==> src/rtl/rv_defs_pkg.sv <==
// Shared RV32IC fetch definitions: parcel geometry, length decode and aligner FSM encoding.
package rv_defs_pkg;

    localparam int unsigned PARCEL_W   = 16;
    localparam logic [1:0]  LEN32_CODE = 2'b11;

    typedef enum logic [2:0] {
        StIdle,
        StLo,
        StHi,
        StSplit,
        StJoin
    } align_state_e;

    function automatic logic is_len32(input logic [PARCEL_W-1:0] parcel);
        return parcel[1:0] == LEN32_CODE;
    endfunction

endpackage

==> src/rtl/instr_aligner_mux2.sv <==
// Generic 2:1 multiplexer, used by the aligner to pick the current 16-bit parcel.
module instr_aligner_mux2 #(
    parameter int unsigned N = 16
) (
    input  logic         sel_i,
    input  logic [N-1:0] in0_i,
    input  logic [N-1:0] in1_i,
    output logic [N-1:0] out_o
);

    assign out_o = sel_i ? in1_i : in0_i;

endmodule

==> src/rtl/instr_aligner.sv <==
// Splits word-aligned fetch words into 16/32-bit RV32IC instructions, including
// 32-bit instructions straddling two fetch words.
module instr_aligner
    import rv_defs_pkg::*;
(
    input  logic        clk,
    input  logic        rst,
    input  logic        flush,
    input  logic [31:0] flush_pc,
    input  logic        w_valid,
    output logic        w_ready,
    input  logic [31:0] w_data,
    input  logic [31:0] w_pc,
    output logic        i_valid,
    input  logic        i_ready,
    output logic [31:0] i_instr,
    output logic [31:0] i_pc,
    output logic        i_is_c
);

    align_state_e          state_q, state_d;
    logic [31:0]           buf_word_q, buf_word_d;
    logic [31:0]           buf_pc_q, buf_pc_d;
    logic [PARCEL_W-1:0]   pend_q, pend_d;
    logic [31:0]           pend_pc_q, pend_pc_d;
    logic                  start_hi_q, start_hi_d;

    logic [PARCEL_W-1:0]   parcel;
    logic                  parcel_len32;
    logic [31:0]           buf_pc_hi;
    logic                  w_accept;
    logic                  i_accept;

    instr_aligner_mux2 #(
        .N(PARCEL_W)
    ) u_parcel_mux (
        .sel_i(state_q == StHi),
        .in0_i(buf_word_q[15:0]),
        .in1_i(buf_word_q[31:16]),
        .out_o(parcel)
    );

    assign parcel_len32 = is_len32(parcel);
    assign buf_pc_hi    = buf_pc_q + 32'd2;

    always_comb begin
        w_ready = 1'b0;
        i_valid = 1'b0;
        i_instr = '0;
        i_pc    = '0;
        i_is_c  = 1'b0;
        unique case (state_q)
            StIdle, StSplit: w_ready = 1'b1;
            StLo: begin
                i_valid = 1'b1;
                i_pc    = buf_pc_q;
                i_is_c  = !parcel_len32;
                i_instr = parcel_len32 ? buf_word_q : {16'h0, parcel};
            end
            StHi: begin
                // A 32-bit start in the high parcel produces nothing until its tail arrives.
                if (!parcel_len32) begin
                    i_valid = 1'b1;
                    i_pc    = buf_pc_hi;
                    i_is_c  = 1'b1;
                    i_instr = {16'h0, parcel};
                end
            end
            StJoin: begin
                i_valid = 1'b1;
                i_pc    = pend_pc_q;
                i_instr = {buf_word_q[15:0], pend_q};
            end
            default: ;
        endcase
        if (flush || rst) begin
            w_ready = 1'b0;
        end
    end

    assign w_accept = w_valid && w_ready;
    assign i_accept = i_valid && i_ready;

    always_comb begin
        state_d    = state_q;
        buf_word_d = buf_word_q;
        buf_pc_d   = buf_pc_q;
        pend_d     = pend_q;
        pend_pc_d  = pend_pc_q;
        start_hi_d = start_hi_q;
        if (w_accept) begin
            buf_word_d = w_data;
            buf_pc_d   = w_pc;
        end
        unique case (state_q)
            StIdle: begin
                if (w_accept) begin
                    state_d    = start_hi_q ? StHi : StLo;
                    start_hi_d = 1'b0;
                end
            end
            StLo: begin
                if (i_accept) begin
                    state_d = parcel_len32 ? StIdle : StHi;
                end
            end
            StHi: begin
                if (parcel_len32) begin
                    pend_d    = parcel;
                    pend_pc_d = buf_pc_hi;
                    state_d   = StSplit;
                end else if (i_accept) begin
                    state_d = StIdle;
                end
            end
            StSplit: begin
                if (w_accept) begin
                    state_d = StJoin;
                end
            end
            StJoin: begin
                if (i_accept) begin
                    state_d = StHi;
                end
            end
            default: state_d = StIdle;
        endcase
        if (flush) begin
            state_d    = StIdle;
            pend_d     = '0;
            start_hi_d = flush_pc[1];
        end
    end

    always_ff @(posedge clk) begin
        if (rst) begin
            state_q    <= StIdle;
            buf_word_q <= '0;
            buf_pc_q   <= '0;
            pend_q     <= '0;
            pend_pc_q  <= '0;
            start_hi_q <= 1'b0;
        end else begin
            state_q    <= state_d;
            buf_word_q <= buf_word_d;
            buf_pc_q   <= buf_pc_d;
            pend_q     <= pend_d;
            pend_pc_q  <= pend_pc_d;
            start_hi_q <= start_hi_d;
        end
    end

endmodule

==> config.mk <==
export PLATFORM = sky130hd
export DESIGN_NAME = instr_aligner
export DESIGN_NICKNAME = d
export VERILOG_FILES = /design/src/rtl/rv_defs_pkg.sv /design/src/rtl/instr_aligner_mux2.sv /design/src/rtl/instr_aligner.sv
export SDC_FILE = /design/constraint.sdc
export NUM_CORES = 1
export LEC_CHECK = 0
export CAP_MARGIN = 0
export CORE_MARGIN = 1
export CORE_UTILIZATION = 45
export DETAILED_ROUTE_END_ITERATION = 12
export GPL_ROUTABILITY_DRIVEN = 0
export PLACE_DENSITY = 0.76
export SYNTH_ARGS = -nofsm -noshare
export SYNTH_HDL_FRONTEND = slang
export SYNTH_SLANG_ARGS = --single-unit
==> constraint.sdc <==
create_clock -name clk -period 6 [get_ports clk]
set_clock_uncertainty 0.15 [all_clocks]
set_input_delay 1.5 -clock clk [delete_from_list [all_inputs] [get_ports clk]]
set_output_delay 1.5 -clock clk [all_outputs]
set_load 0.005 [all_outputs]
After elaboration in Yosys (flattened, before gate mapping)
Cells that the tools add are included.
{"block": "word_totals", "register_bits": 116, "out_inout_bits": 67, "elab_cells": 53}
{"block": "op_classes", "addsub": 1, "n_eq_ne": 10, "n_mux": 23, "reduce_logical": 13}
{"cell": "$pmux 32 s3", "count": 2}
{"cell": "$mux 32", "count": 2}
{"cell": "$add 32x2->32 const B", "count": 1}
{"cell": "$mux 16", "count": 2}
{"cell": "$mux 3", "count": 6}
{"cell": "$pmux 3 s5", "count": 1}
{"cell": "$ne 2x2->1 const B", "count": 4}
{"cell": "$eq 3x2->1 const B", "count": 2}
{"cell": "$mux 1", "count": 6}
{"cell": "$reduce_or 2->1", "count": 3}
{"cell": "$reduce_and 5->1", "count": 1}
{"cell": "$mux 2", "count": 2}
{"cell": "$pmux 1 s2", "count": 2}
{"cell": "$reduce_and 2->1", "count": 2}
{"cell": "$reduce_bool 2->1", "count": 2}
{"cell": "$eq 3x1->1 const B", "count": 1}
{"cell": "$eq 3x3->1 const B", "count": 1}
{"cell": "$logic_not 3->1", "count": 1}
{"cell": "$ne 3x3->1 const B", "count": 1}
{"cell": "$eq 2x2->1 const B", "count": 1}
{"cell": "$logic_and 1x1->1", "count": 2}
{"cell": "$logic_not 1->1", "count": 1}
{"cell": "$logic_or 1x1->1", "count": 1}

Logic depth before layout (Yosys ltp)
Gate-level depths: netlist (run 1).
{"block": "depth", "depth_word": 9, "mapped_depth": 8, "depth_no_buf": 6}

By module
From an unflattened synthesis (run 1), not the netlist that was laid out.
{"block": "unflattened", "hier_cells": 813, "hier_area_um2": 6298.5}
{"mod": "instr_aligner", "instances": 1, "cells_per_inst": 795, "area_per_inst_um2": 6049.6}
{"mod": "instr_aligner_mux2", "instances": 1, "cells_per_inst": 18, "area_per_inst_um2": 249.0}

Least setup slack after synthesis (run 1)
OpenSTA, ideal clock, no wires.
{"block": "synth_path", "path_type": "input to output", "start": "input port rst", "end": "output port w_ready", "arrival_ns": 2.155, "required_time_ns": 4.350, "setup_slack_ns": 2.195, "cell_stages": 3, "path_cell_list": "clkbuf_1 or2_1 nor3_1"}
{"block": "synth_between", "elab_chain_len": 2}
{"element": "start, declared", "line": "instr_aligner.sv:7", "text": "input logic rst,"}
{"element": "$logic_or 1x1->1", "line": "instr_aligner.sv:76", "text": "if (flush || rst) begin"}
{"element": "$mux 1", "line": "instr_aligner.sv:76"}
{"element": "end, declared", "line": "instr_aligner.sv:11", "text": "output logic w_ready,"}
No other way between the ends.

Final worst setup path (run 1)
{"block": "layout_path", "start": "register state_q[1]", "end": "output port i_pc[3]"}
{"block": "layout_between", "elab_chain_len": 5, "word_cells_on_any_way": 7, "classes_between": "eq/ne (4); mux (3)"}
{"element": "start, declared", "line": "instr_aligner.sv:21", "text": "align_state_e state_q, state_d;"}
{"element": "start signal, assigned", "line": "instr_aligner.sv:137", "text": "state_q <= StIdle;"}
{"element": "start signal, assigned", "line": "instr_aligner.sv:144", "text": "state_q <= state_d;"}
{"element": "$eq 3x2->1", "line": "instr_aligner.sv:37, instr_aligner.sv:52"}
{"element": "$mux 16", "line": "instr_aligner_mux2.sv:11", "text": "assign out_o = sel_i ? in1_i : in0_i;"}
{"element": "$eq 2x2->1", "line": "rv_defs_pkg.sv:16", "text": "return parcel[1:0] == LEN32_CODE;"}
{"element": "$mux 32", "line": "instr_aligner.sv:62", "text": "if (!parcel_len32) begin"}
{"element": "$pmux 32 s3 (*)", "line": "instr_aligner.sv:52", "text": "unique case (state_q)"}
{"element": "end, declared", "line": "instr_aligner.sv:17", "text": "output logic [31:0] i_pc,"}
Mark *: on every way between the ends. The rest lies on a longest branch, timed or not.

==> metrics.csv, run 1 <==
stage;metric;value;unit
setup_path;type_of_destination_of_the_critical_path;primary output;
power_and_ir_drop;peak_vdd_ir;200;uV
logic_synthesis;synth_top_flop_cell;sky130_fd_sc_hd__dfxtp_1;
clock_network;cts.htree.levels;4;
setup_path;critical_path.startpoint_type;flop;
global_route;antenna_violations_before_repair;0;
finish;area.sequential;0.00232;sq mm
routing;ant_nets;0;
setup_path;cp_slowest_stage_delay;0.98;ns
routing;drt_wl_total;16500;um
sta;worst_slew_pin_slew;1.18;ns
setup_path;crit_type;reg2out;
setup_path;cp_data_required_time;4.35;ns
finish;area_of_combinational_cells_with_multiple_inputs;0.00324;sq mm
finish;antennaDiodeCount;0;
placement;hpwlAfterDp;10500;um
floorplan;floorplan.initialDensity;46.6;%
setup_path;critical_path.slowest_cell;sky130_fd_sc_hd__and2_1;
sta;rsz_0062_raised_after_global_routing;no;
setup_path;path_delay_family;simple AND/OR/NAND/NOR gates;
clock_network;max-clock-path-buffers;2;
sta;timing.setup.tns;0;ns
sta;hold_viol;0;
clock_network;cts_hold_buffers;0;
logic_synthesis;synth.cell_area;0.00593;sq mm
sta;slew-limit-headroom;21.6;%
power_and_ir_drop;power.total;1.97;mW
global_route;grt_max_degree;79;
sta;min_period;4.89;ns
routing;drt_iter0_drc;496;
status;status;finished clean;
finish;nFillCells;1174;
logic_synthesis;number_of_enable_type_register_cells_in_the_synthesized_netlist;0;
finish;layout.cells.most_common;sky130_fd_sc_hd__nand2_1;
routing;vias;5855;
logic_synthesis;synth.yosys.seq_area_share;39.2;%
sta;report.final.slew_viol_count;0;
logic_synthesis;synth_area_leader_cell;sky130_fd_sc_hd__dfxtp_1;
floorplan;core-area;0.0127;sq mm
global_route;via_count_of_the_first_global_routing_pass;5383;
finish;area_growth_syn_to_layout;33.6;%
logic_synthesis;postSynth.asyncResetShare;0;%
clock_network;root_buffer;sky130_fd_sc_hd__clkbuf_16;
power_and_ir_drop;power_per_cell_area;249;mW/mm^2
floorplan;io_pins;168;
logic_synthesis;syn-mean-instance-area;7.62;sq um
clock_network;numClockSinks;116;
clock_network;tritoncts_clock_tree;yes;
clock_network;cts_made_buffers;17;
finish;post_route_cells_drive_above_1_share;7.67;%
sta;setup_viol;0;
logic_synthesis;netlist.area_leader.share;39.2;%
routing;first_pass_iters;5;
logic_synthesis;synth_cell_type_count;57;
routing;drc;0;
setup_path;critical_path.max_fanout;25;
clock_network;clkTransAtPathRegs;0.05;ns
global_route;global_route.usage.total;25.4;%
min_path;timing.hold.worst.class;reg2reg;
flow_run;maxCapViolCount;0;
sta;final_min_period_over_clock_period;81.4;%
floorplan;floorplan.rows;41;
logic_synthesis;syn_inst;778;
placement;place.port_buffers;136;
sta;peak_freq;205;MHz
floorplan;fp.dieW;117;um
clock_network;cts.repair.resized;0;
global_route;grt_pass1_wl;26800;um
logic_synthesis;yosysWarnings;0;
setup_path;cell_chain_critical_path;nor3b_1, and2_1, nand2_1, o211ai_1, clkdlybuf4s50_1;
logic_synthesis;synth.net_count;880;
floorplan;dieArea;0.0136;sq mm
setup_path;timing.critical_path.buf_inv;1;
setup_path;worstPathArrival;3.24;ns
global_route;grt-ovfl-total;0;
logic_synthesis;synth_area_leaders;sky130_fd_sc_hd__dfxtp_1 (39%), sky130_fd_sc_hd__nand2_1 (12%), sky130_fd_sc_hd__a21oi_1 (7.3%);
clock_network;post_cts.repair.setup_buffers;0;
setup_path;worst_reg_to_reg_setup_slack;3.27;ns
routing;post_drt_via_cell_ratio;5.53;
logic_synthesis;postSynthRegisterBits;116;
routing;route.detailed.wl_per_inst;15.6;um
clock_network;clock_insertion_delay_worst_skew;0.40;ns
floorplan;die-height;117;um
finish;final_cell_mix;sky130_fd_sc_hd__nand2_1 (192), sky130_fd_sc_hd__clkdlybuf4s50_1 (135), sky130_fd_sc_hd__dfxtp_1 (116);
finish;fin_nets;976;
power_and_ir_drop;static-leakage-power;2.71;nW
## worst reg2reg max path: cells and delay by family (launching register included)
family | cells | cell delay (ns)
buffers and inverters | 1 | 0.41
flip-flops | 1 | 0.56
AND/OR/NAND/NOR | 3 | 1.24
AO/OA/AOI/OAI | 1 | 0.13
XOR/XNOR | 1 | 0.16
## logic make-up (layout without fill, tap and decap cells)
| group | after synthesis | after routing | share of synthesized area, % |
|---|---|---|---|
| buf+inv | 94 | 203 | 6.46 |
| xor+xnor | 30 | 30 | 4.43 |
| compound gates | 228 | 228 | 25.7 |
| fa+ha+maj | 1 | 1 | 0.211 |
| flops | 116 | 116 | 39.2 |
| simple gates | 307 | 307 | 23.7 |
| mux | 2 | 2 | 0.338 |
## flip-flops by register name, indices dropped and copies added, names as in the netlist
| signal | flops |
|---|---|
| buf_pc_q | 32 |
| buf_word_q | 32 |
| pend_pc_q | 32 |
| pend_q | 16 |
| state_q | 3 |
| start_hi_q | 1 |
## layer usage
layer	vias up	part of all wire [%]	GRT usage (%)
met5	-	0	0
met4	0	1.6	8.35
met3	22	7.1	7.27
met2	232	47	40.5
met1	2675	44	33.1
li1	2926	-	-
## cell usage after synthesis, types with 2 or more instances
cell	n
sky130_fd_sc_hd__a221o_1	5
sky130_fd_sc_hd__nand3_2	2
sky130_fd_sc_hd__nor2_1	43
sky130_fd_sc_hd__nand3_1	15
sky130_fd_sc_hd__a21oi_1	87
sky130_fd_sc_hd__a21o_1	5
sky130_fd_sc_hd__a222oi_1	15
sky130_fd_sc_hd__nor3b_1	5
sky130_fd_sc_hd__and3_1	6
sky130_fd_sc_hd__a211oi_2	5
sky130_fd_sc_hd__o311ai_1	2
sky130_fd_sc_hd__o31ai_1	3
sky130_fd_sc_hd__xor2_1	16
sky130_fd_sc_hd__dfxtp_1	116
sky130_fd_sc_hd__a31oi_1	5
sky130_fd_sc_hd__nand4_2	3
sky130_fd_sc_hd__inv_1	23
sky130_fd_sc_hd__nand2_1	193
sky130_fd_sc_hd__nor3_1	7
sky130_fd_sc_hd__o211ai_1	2
sky130_fd_sc_hd__xnor2_1	14
sky130_fd_sc_hd__buf_2	24
sky130_fd_sc_hd__o21ai_0	29
sky130_fd_sc_hd__nor4_1	3
sky130_fd_sc_hd__a22oi_1	12
sky130_fd_sc_hd__a22o_1	17
sky130_fd_sc_hd__nand2b_1	2
sky130_fd_sc_hd__and2_1	7
sky130_fd_sc_hd__o21ai_1	3
sky130_fd_sc_hd__mux2i_1	2
sky130_fd_sc_hd__o311ai_0	3
sky130_fd_sc_hd__nor3_2	3
sky130_fd_sc_hd__nand4_1	4
sky130_fd_sc_hd__nor3b_2	2
sky130_fd_sc_hd__a211oi_1	25
sky130_fd_sc_hd__clkbuf_1	46
sky130_fd_sc_hd__o31a_1	2
sky130_fd_sc_hd__or3_1	3
## power by group
group,internal (mW),switching [mW],total [mW]
Combinational,0.0647,0.0574,0.122
Sequential,0.786,0.0208,0.807
Clock,0.675,0.369,1.04
Total,1.53,0.448,1.97
## area by class of cell
type / instances / share of cell area (%)
clock buffers: 20 / 5.77
flip-flops and latches: 116 / 29.3
repair buffers: 148 / 18.3
clock inverters: 12 / 1.93
well taps: 172 / 2.72
inverters: 23 / 1.09
multi-input cells: 568 / 40.9
## final timing paths
check / to / start / cells past startpoint
max reg2reg: buf_pc_q[22]$_SDFFE_PP0P_ / state_q[0]$_SDFFE_PP0P_ / 6
min: pend_pc_q[0]$_SDFFE_PP0P_ / pend_pc_q[0]$_SDFFE_PP0P_ / 2
max: i_pc[3] / state_q[1]$_SDFFE_PP0P_ / 5
min reg2reg: pend_pc_q[0]$_SDFFE_PP0P_ / pend_pc_q[0]$_SDFFE_PP0P_ / 2
## through the flow
stage,instance area [sq um],cells,utilization (%),setup WS (ns),hold slack [ns]
2_1_floorplan,5930,778,-,2.19,0.286
3_3_place_gp,7310,1027,57.4,1.27,0.293
3_5_place_dp,7310,1027,57.4,1.24,0.298
4_1_cts,7920,1059,62.2,1.11,0.305
5_1_grt,7920,1059,62.2,0.823,0.330
6_report,7920,1059,62.2,1.11,0.303
Power figures use the tool's default switching activity.
==> inputs of run 2 (changes only) <==
clock period = 4.5 ns   (was 6 ns; I/O delays follow)
==> metrics.csv, run 2 (synthesis gave the netlist of run 1 again) <==
stage;metric;value;unit
status;status;finished clean;
finish;fin_nets;984;
finish;area.sequential;0.00232;sq mm
sta;hold_ws;0.306;ns
routing;first_pass_iters;7;
setup_path;worstPathArrival;2.93;ns
clock_network;max-clock-path-buffers;2;
routing;drc;0;
routing;post_drt_via_cell_ratio;5.53;
global_route;global_route.usage.total;25.9;%
floorplan;dieArea;0.0136;sq mm
sta;rsz_0062_raised_after_global_routing;no;
clock_network;numClockSinks;116;
finish;area_of_combinational_cells_with_multiple_inputs;0.00324;sq mm
finish;antennaDiodeCount;0;
setup_path;critical_path.startpoint_type;flop;
finish;final_cell_mix;sky130_fd_sc_hd__nand2_1 (192), sky130_fd_sc_hd__clkdlybuf4s50_1 (135), sky130_fd_sc_hd__dfxtp_1 (116);
floorplan;floorplan.rows;41;
setup_path;critical_path.max_fanout;11;
placement;place.port_buffers;136;
clock_network;post_cts.repair.setup_buffers;0;
power_and_ir_drop;p_switching;573;uW
power_and_ir_drop;static-leakage-power;2.76;nW
clock_network;cts.htree.levels;4;
min_path;timing.hold.worst.class;reg2reg;
finish;layout_top_registers;buf_pc_q x32, buf_word_q x32, pend_pc_q x32;
routing;drt_wl_total;16700;um
power_and_ir_drop;power_per_cell_area;330;mW/mm^2
sta;final_min_period_over_clock_period;93.4;%
global_route;grt-ovfl-total;0;
setup_path;cp_data_required_time;3.22;ns
power_and_ir_drop;pwr-share-seq;40.9;%
setup_path;type_of_destination_of_the_critical_path;primary output;
setup_path;cell_chain_critical_path;nor3b_1, nand3_1, a21oi_2, buf_4, a22o_1, clkdlybuf4s50_1;
power_and_ir_drop;swShare;21.7;%
power_and_ir_drop;power.total;2.63;mW
clock_network;cts_hold_buffers;0;
flow_run;maxCapViolCount;0;
setup_path;critical_path.slowest_cell;sky130_fd_sc_hd__dfxtp_1;
global_route;via_count_of_the_first_global_routing_pass;5583;
global_route;antenna_violations_before_repair;1;
finish;nFillCells;1199;
routing;drt_iter0_drc;509;
routing;vias;5898;
routing;route.detailed.wl_per_inst;15.7;um
floorplan;fp.dieW;117;um
floorplan;die-height;117;um
placement;hpwlAfterDp;10800;um
power_and_ir_drop;peak_vdd_ir;258;uV
sta;worst_slew_pin_slew;1.07;ns
routing;ant_nets;0;
sta;setup_viol;0;
clock_network;cts_made_buffers;17;
clock_network;cts.repair.resized;0;
power_and_ir_drop;combPwrFrac;6.3;%
sta;hold_viol;0;
clock_network;clkTransAtPathRegs;0.05;ns
finish;post_route_cells_drive_above_1_share;8.28;%
sta;min_period;4.20;ns
global_route;grt_max_degree;98;
power_and_ir_drop;cellInternalPower;2.06;mW
clock_network;root_buffer;sky130_fd_sc_hd__clkbuf_16;
setup_path;crit_type;reg2out;
finish;layout.cells.most_common;sky130_fd_sc_hd__nand2_1;
sta;slew-limit-headroom;28.6;%
global_route;grt_pass1_wl;27400;um
floorplan;floorplan.initialDensity;46.6;%
clock_network;tritoncts_clock_tree;yes;
clock_network;clock_insertion_delay_worst_skew;0.42;ns
floorplan;core-area;0.0127;sq mm
sta;timing.setup.tns;0;ns
sta;peak_freq;238;MHz
setup_path;cp_slowest_stage_delay;0.54;ns
finish;area_growth_syn_to_layout;34.7;%
sta;report.final.slew_viol_count;0;
floorplan;io_pins;168;
power_and_ir_drop;pwr-share-clk;52.9;%
==> run 2: path summary, 6_finish.rpt <==
check	start	to	slack [ns]	cells after the start
max	state_q[1]$_SDFFE_PP0P_	i_instr[17]	0.30	6
min	pend_q[5]$_SDFFE_PP0P_	pend_q[5]$_SDFFE_PP0P_	0.31	2
max reg2reg	state_q[0]$_SDFFE_PP0P_	start_hi_q$_SDFFE_PP0P_	2.11	6
min reg2reg	pend_q[5]$_SDFFE_PP0P_	pend_q[5]$_SDFFE_PP0P_	0.31	2
==> run 2: critical path: cells and delay by family (launching register included) <==
family	cells	cell delay, ns
AO/OA/AOI/OAI	2	0.62
buffers and inverters	2	0.77
flip-flops	1	0.54
AND/OR/NAND/NOR	2	0.58
==> run 2: cell type report <==
class,count,area share (%)
clock inverters,8,1.55
repair buffers,156,18.9
multi-input cells,568,40.5
inverters,23,1.08
flip-flops and latches,116,29.1
clock buffers,23,6.11
well taps,172,2.70
==> run 2: stage by stage <==
stage               setup slack (ns)  util [%]  cells  instance area, sq um
floorplan                       1.44         -    778                  5930
global placement               0.534      57.9   1035                  7370
detailed placement             0.521      57.9   1035                  7370
CTS                            0.326      62.7   1066                  7980
global route                  0.0517      62.7   1066                  7980
finish                         0.298      62.7   1066                  7980
==> run 2: per-layer routing <==
metal / wire length (um) / global-route usage [%] / up-vias
met5: 0 / 0 / -
met4: 189 / 8.86 / 0
met3: 1080 / 7.27 / 15
met2: 7960 / 42.1 / 198
met1: 7490 / 33.0 / 2751
li1: - / - / 2934
==> run 2: power groups by stage <==
stage	combinational [mW]	sequential, mW	clock (mW)
after global routing	0.183	1.08	1.46
after CTS	0.166	1.08	1.41
final	0.165	1.08	1.39
after global placement	0.164	1.10	0
after detailed placement	0.165	1.10	0
after floorplan	0.0848	1.08	0
==> variant 1: new RTL, config.mk and constraints of run 1 <==
Encoding of `align_state_e`: now one-hot (5 bits for 5 states).
--- a/src/rtl/rv_defs_pkg.sv
+++ b/src/rtl/rv_defs_pkg.sv
@@ -4,12 +4,12 @@
     localparam int unsigned PARCEL_W   = 16;
     localparam logic [1:0]  LEN32_CODE = 2'b11;
 
-    typedef enum logic [2:0] {
-        StIdle,
-        StLo,
-        StHi,
-        StSplit,
-        StJoin
+    typedef enum logic [4:0] {
+        StIdle  = 5'b00001,
+        StLo    = 5'b00010,
+        StHi    = 5'b00100,
+        StSplit = 5'b01000,
+        StJoin  = 5'b10000
     } align_state_e;
 
     function automatic logic is_len32(input logic [PARCEL_W-1:0] parcel);
Check against the original RTL: same outputs for any inputs over 4 cycles, from zero or initial values and one cycle with rst high; so few cycles prove little.
==> variant 1 against run 1 <==
  * Largest power group unchanged
  * Largest cell class unchanged
  * Routed wire length rose by 2.8%
  * Critical endpoint is now w_ready
  * Sequential cell count rose by 2
  * Non-clock buffer count did not move
  * Critical path type is now input port to output pin
  * Total power fell by 5.9%
  * Setup slack improved by 5.7 ps
  * Design area rose by 0.14%
  * Area after synthesis rose by 2.1%
  * Sequential share of layout area rose by 0.46 points
==> variant 1: results (changes against run 1) <==
outcome completed; Net Count, Synth 887 (+0.80%); Vias/cell 5.56 (+0.58%); share of layout cells above drive strength 1 0.0705 (-0.00619); R2R Setup Slk 3180 ps (-90 ps); total track usage 0.251 (-0.00305); initial drt markers 599 (+21%); R2R cell count 5 (-1); worst hold endpoint pend_q[15]; cell family with most CP delay buffers and inverters; Post-Synthesis Cells 785 (+0.90%); main area contributors after synthesis dfxtp_1 39%, nand2_1 13%, a21oi_1 7.6%; Worst EP arrival 3230 ps (about the same); vias in the first global route 5651 (+5.0%); largest net degree at the start of global routing 66 (-16%); post-synth cell types 52 (-8.8%); Vias 5928 (+1.2%); HP Start pend_q[15]; sequential area share after synthesis 0.390 (-0.00149); Crit Reg-Reg Endpoint buf_word_q[25]; Avg WL per Cell 15.9 µm (+2.1%); PnR worst setup slack 1120 ps (+5.71 ps); initial antenna violation count 1 (+1); Critical-path top delay cell clkdlybuf4s50_1; dpl cell area 0.00742 mm² (+1.6%); post-layout net count 987 (+1.1%); DP Cell Count 1038 (+1.1%)
==> variant 1: cell count changes after synthesis, sizes merged, moves of 4 or more <==
cell,before,now
o311ai,5,12
buf,25,34
nand2,193,202
clkbuf,46,33
xnor2,14,7
a21oi,88,92
nor2,43,49
nor3b,7,3
xor2,16,22
inv,23,19
a221o,6,2
nand4,8,13
==> variant 1: per-layer routing <==
layer	up-vias	global-route usage	share of wire	wire length [µm]
met4	0	0.0633	0.0091	154
met5	-	0	0	0
met1	2767	0.323	0.46	7790
met2	171	0.412	0.47	7980
met3	13	0.0717	0.062	1060
li1	2977	-	-	-
==> variant 1: how the worst max path moves through the flow <==
stage,cells past startpoint,endpoint,from
floorplan,4,w_ready,rst
global placement,4,w_ready,flush
detailed placement,4,w_ready,flush
CTS,4,w_ready,flush
global route,5,i_pc[29],state_q[1]
finish,4,w_ready,flush
==> variant 1: layout make-up <==
type | instances | area, µm²
Multi-Input combinational cell | 581 | 3310
Timing Repair Buffer | 148 | 1460
Tap cell | 172 | 215
Fill cell | 1201 | 4950
Inverter | 19 | 71.3
Clock inverter | 4 | 25.0
Clock buffer | 24 | 482
Sequential cell | 118 | 2360
==> variant 1: kinds of logic after synthesis <==
group	Yosys count	synth area share
multiplexers	2	0.00331
XOR/XNOR	29	0.0420
adder cells (fa/ha/maj)	1	0.00207
AND/OR/NAND/NOR	319	0.241
buffers and inverters	86	0.0658
flip-flops	118	0.390
AO/OA/AOI/OAI	230	0.255
==> variant 1: power by group <==
| part | internal (mW) | total [mW] | switching (mW) |
|---|---|---|---|
| Combinational | 0.0719 | 0.143 | 0.0716 |
| Sequential | 0.804 | 0.832 | 0.0280 |
| Clock | 0.548 | 0.882 | 0.334 |
==> variant 2: new RTL, flow settings as in run 1 <==
Without the edit above. Reset style: asynchronous (`rst`), changed in one clocked block.
--- a/src/rtl/instr_aligner.sv
+++ b/src/rtl/instr_aligner.sv
@@ -132,7 +132,7 @@
         end
     end
 
-    always_ff @(posedge clk) begin
+    always_ff @(posedge clk or posedge rst) begin
         if (rst) begin
             state_q    <= StIdle;
             buf_word_q <= '0;
Formal check against the unedited RTL: differs if rst is asserted again (counterexample within 4 cycles, from zero or initial values and one cycle with rst high); with rst held inactive, the same outputs for 4 cycles.
==> variant 2 against run 1 <==
  * Register-to-register slack lost 280 ps
  * Synthesized cell count down 18%
  * Largest cell class unchanged
  * Via count decreased by 6.6%
  * Critical path depth increased by 1
  * Sequential cell count unchanged
  * Setup slack worse by 190 ps
  * Area after synthesis is 9.0% higher
  * Design area rose by 7.5%
  * Routed wire length up 3.5%
  * Highest routed layer unchanged
  * Count of clock-buffer cells in the layout is 1 lower
Power is not compared: it rests on default switching activity, and its combinational part moved more than twofold at a synthesized area within 25%.
==> variant 2: results (changes against run 1) <==
outcome completed; total wire length 17100 µm (+3.5%); initial drt markers 442 (-11%); dpl cell area 0.00789 mm² (+7.9%); Pre-antenna DRT Iters 6 (+1); Reg power frac 0.361; largest net degree at the start of global routing 67 (-15%); DP Wirelength 11000 µm (+4.7%); Post-Synthesis Cells 638 (-18%); most frequent cells after synthesis 116 x dfrtp_1, 107 x nand2_1, 61 x o21ai_0; Vias/cell 5.79 (+4.7%); worst hold endpoint pend_pc_q[18]; Worst EP arrival 3430 ps (+190 ps); Least-Margin Pin Slew 919 ps (-257 ps); Fill cells 1086 (-7.5%); sequential area share after synthesis 0.450 (+0.0577); cell family with most CP delay buffers and inverters; Crit Path Max Fanout 24 (-4.0%); Hold WS 331 ps (+28.1 ps); post-layout net count 853 (-13%); Skew-Pair Late Insertion Delay 420 ps (+20 ps); post-synth cell types 51 (-11%); Net Count, Synth 740 (-16%); first-pass GRT wire length 27800 µm (+3.8%); share of async-settable or async-resettable flops after synthesis 1.00 (+1.00); Post-Place Setup Slack 1060 ps (-179 ps); R2R Setup Slk 2990 ps (-280 ps); DP Cell Count 912 (-11%); Crit path largest cell delay 650 ps (-330 ps); Crit Reg-Reg Endpoint buf_word_q[23]; RR Startpoint state_q[0]
## variant 2: changes by cell type in the layout (fill, tap and decap cells not counted), sizes merged, moves of 30 or more
cell	delta
dfxtp	-116
nand2	-86
mux2	+67
dfrtp	+116
o21ai	+30
a211oi	-30
a21oi	-56
## variant 2: layout make-up
type	instances	area [µm²]	area share
clock buffer	19	443	0.0520
clock inverter	13	183	0.0215
inverter	23	88.8	0.0104
multi-input combinational	445	3220	0.378
sequential	116	2900	0.341
tap	180	225	0.0265
timing repair buffer	148	1450	0.170
## variant 2: kinds of logic after synthesis
group                    share of synthesized area
AO/OA/AOI/OAI                                0.169
XOR/XNOR                                    0.0393
adder cells (fa/ha/maj)                    0.00194
buffers and inverters                       0.0545
flip-flops                                   0.450
multiplexers                                 0.145
AND/OR/NAND/NOR                              0.140
## variant 2: worst register-to-register path, delay by kind of cell, from the launching register on
| kind | cells | cell delay, ps |
|---|---|---|
| multiplexers | 1 | 460 |
| buffers and inverters | 1 | 700 |
| flip-flops | 1 | 580 |
| AND/OR/NAND/NOR | 3 | 1010 |
## variant 2: metal layers
layer | part of all wire | routed length, µm | up-vias | track usage
li1 | - | - | 2516 | -
met1 | 0.43 | 7350 | 2667 | 0.320
met2 | 0.48 | 8270 | 254 | 0.390
met3 | 0.070 | 1200 | 30 | 0.0609
met4 | 0.017 | 288 | 0 | 0.0810
met5 | 0 | 0 | - | 0
## variant 2: how the worst max path moves through the flow
| stage | startpoint | endpoint | slack (ps) |
|---|---|---|---|
| floorplan | rst | state_q[0] | 910 |
| global placement | flush | w_ready | 1040 |
| detailed placement | flush | w_ready | 1060 |
| CTS | state_q[1] | i_pc[11] | 910 |
| global route | buf_pc_q[1] | i_pc[21] | 630 |
| finish | state_q[1] | i_pc[11] | 920 |
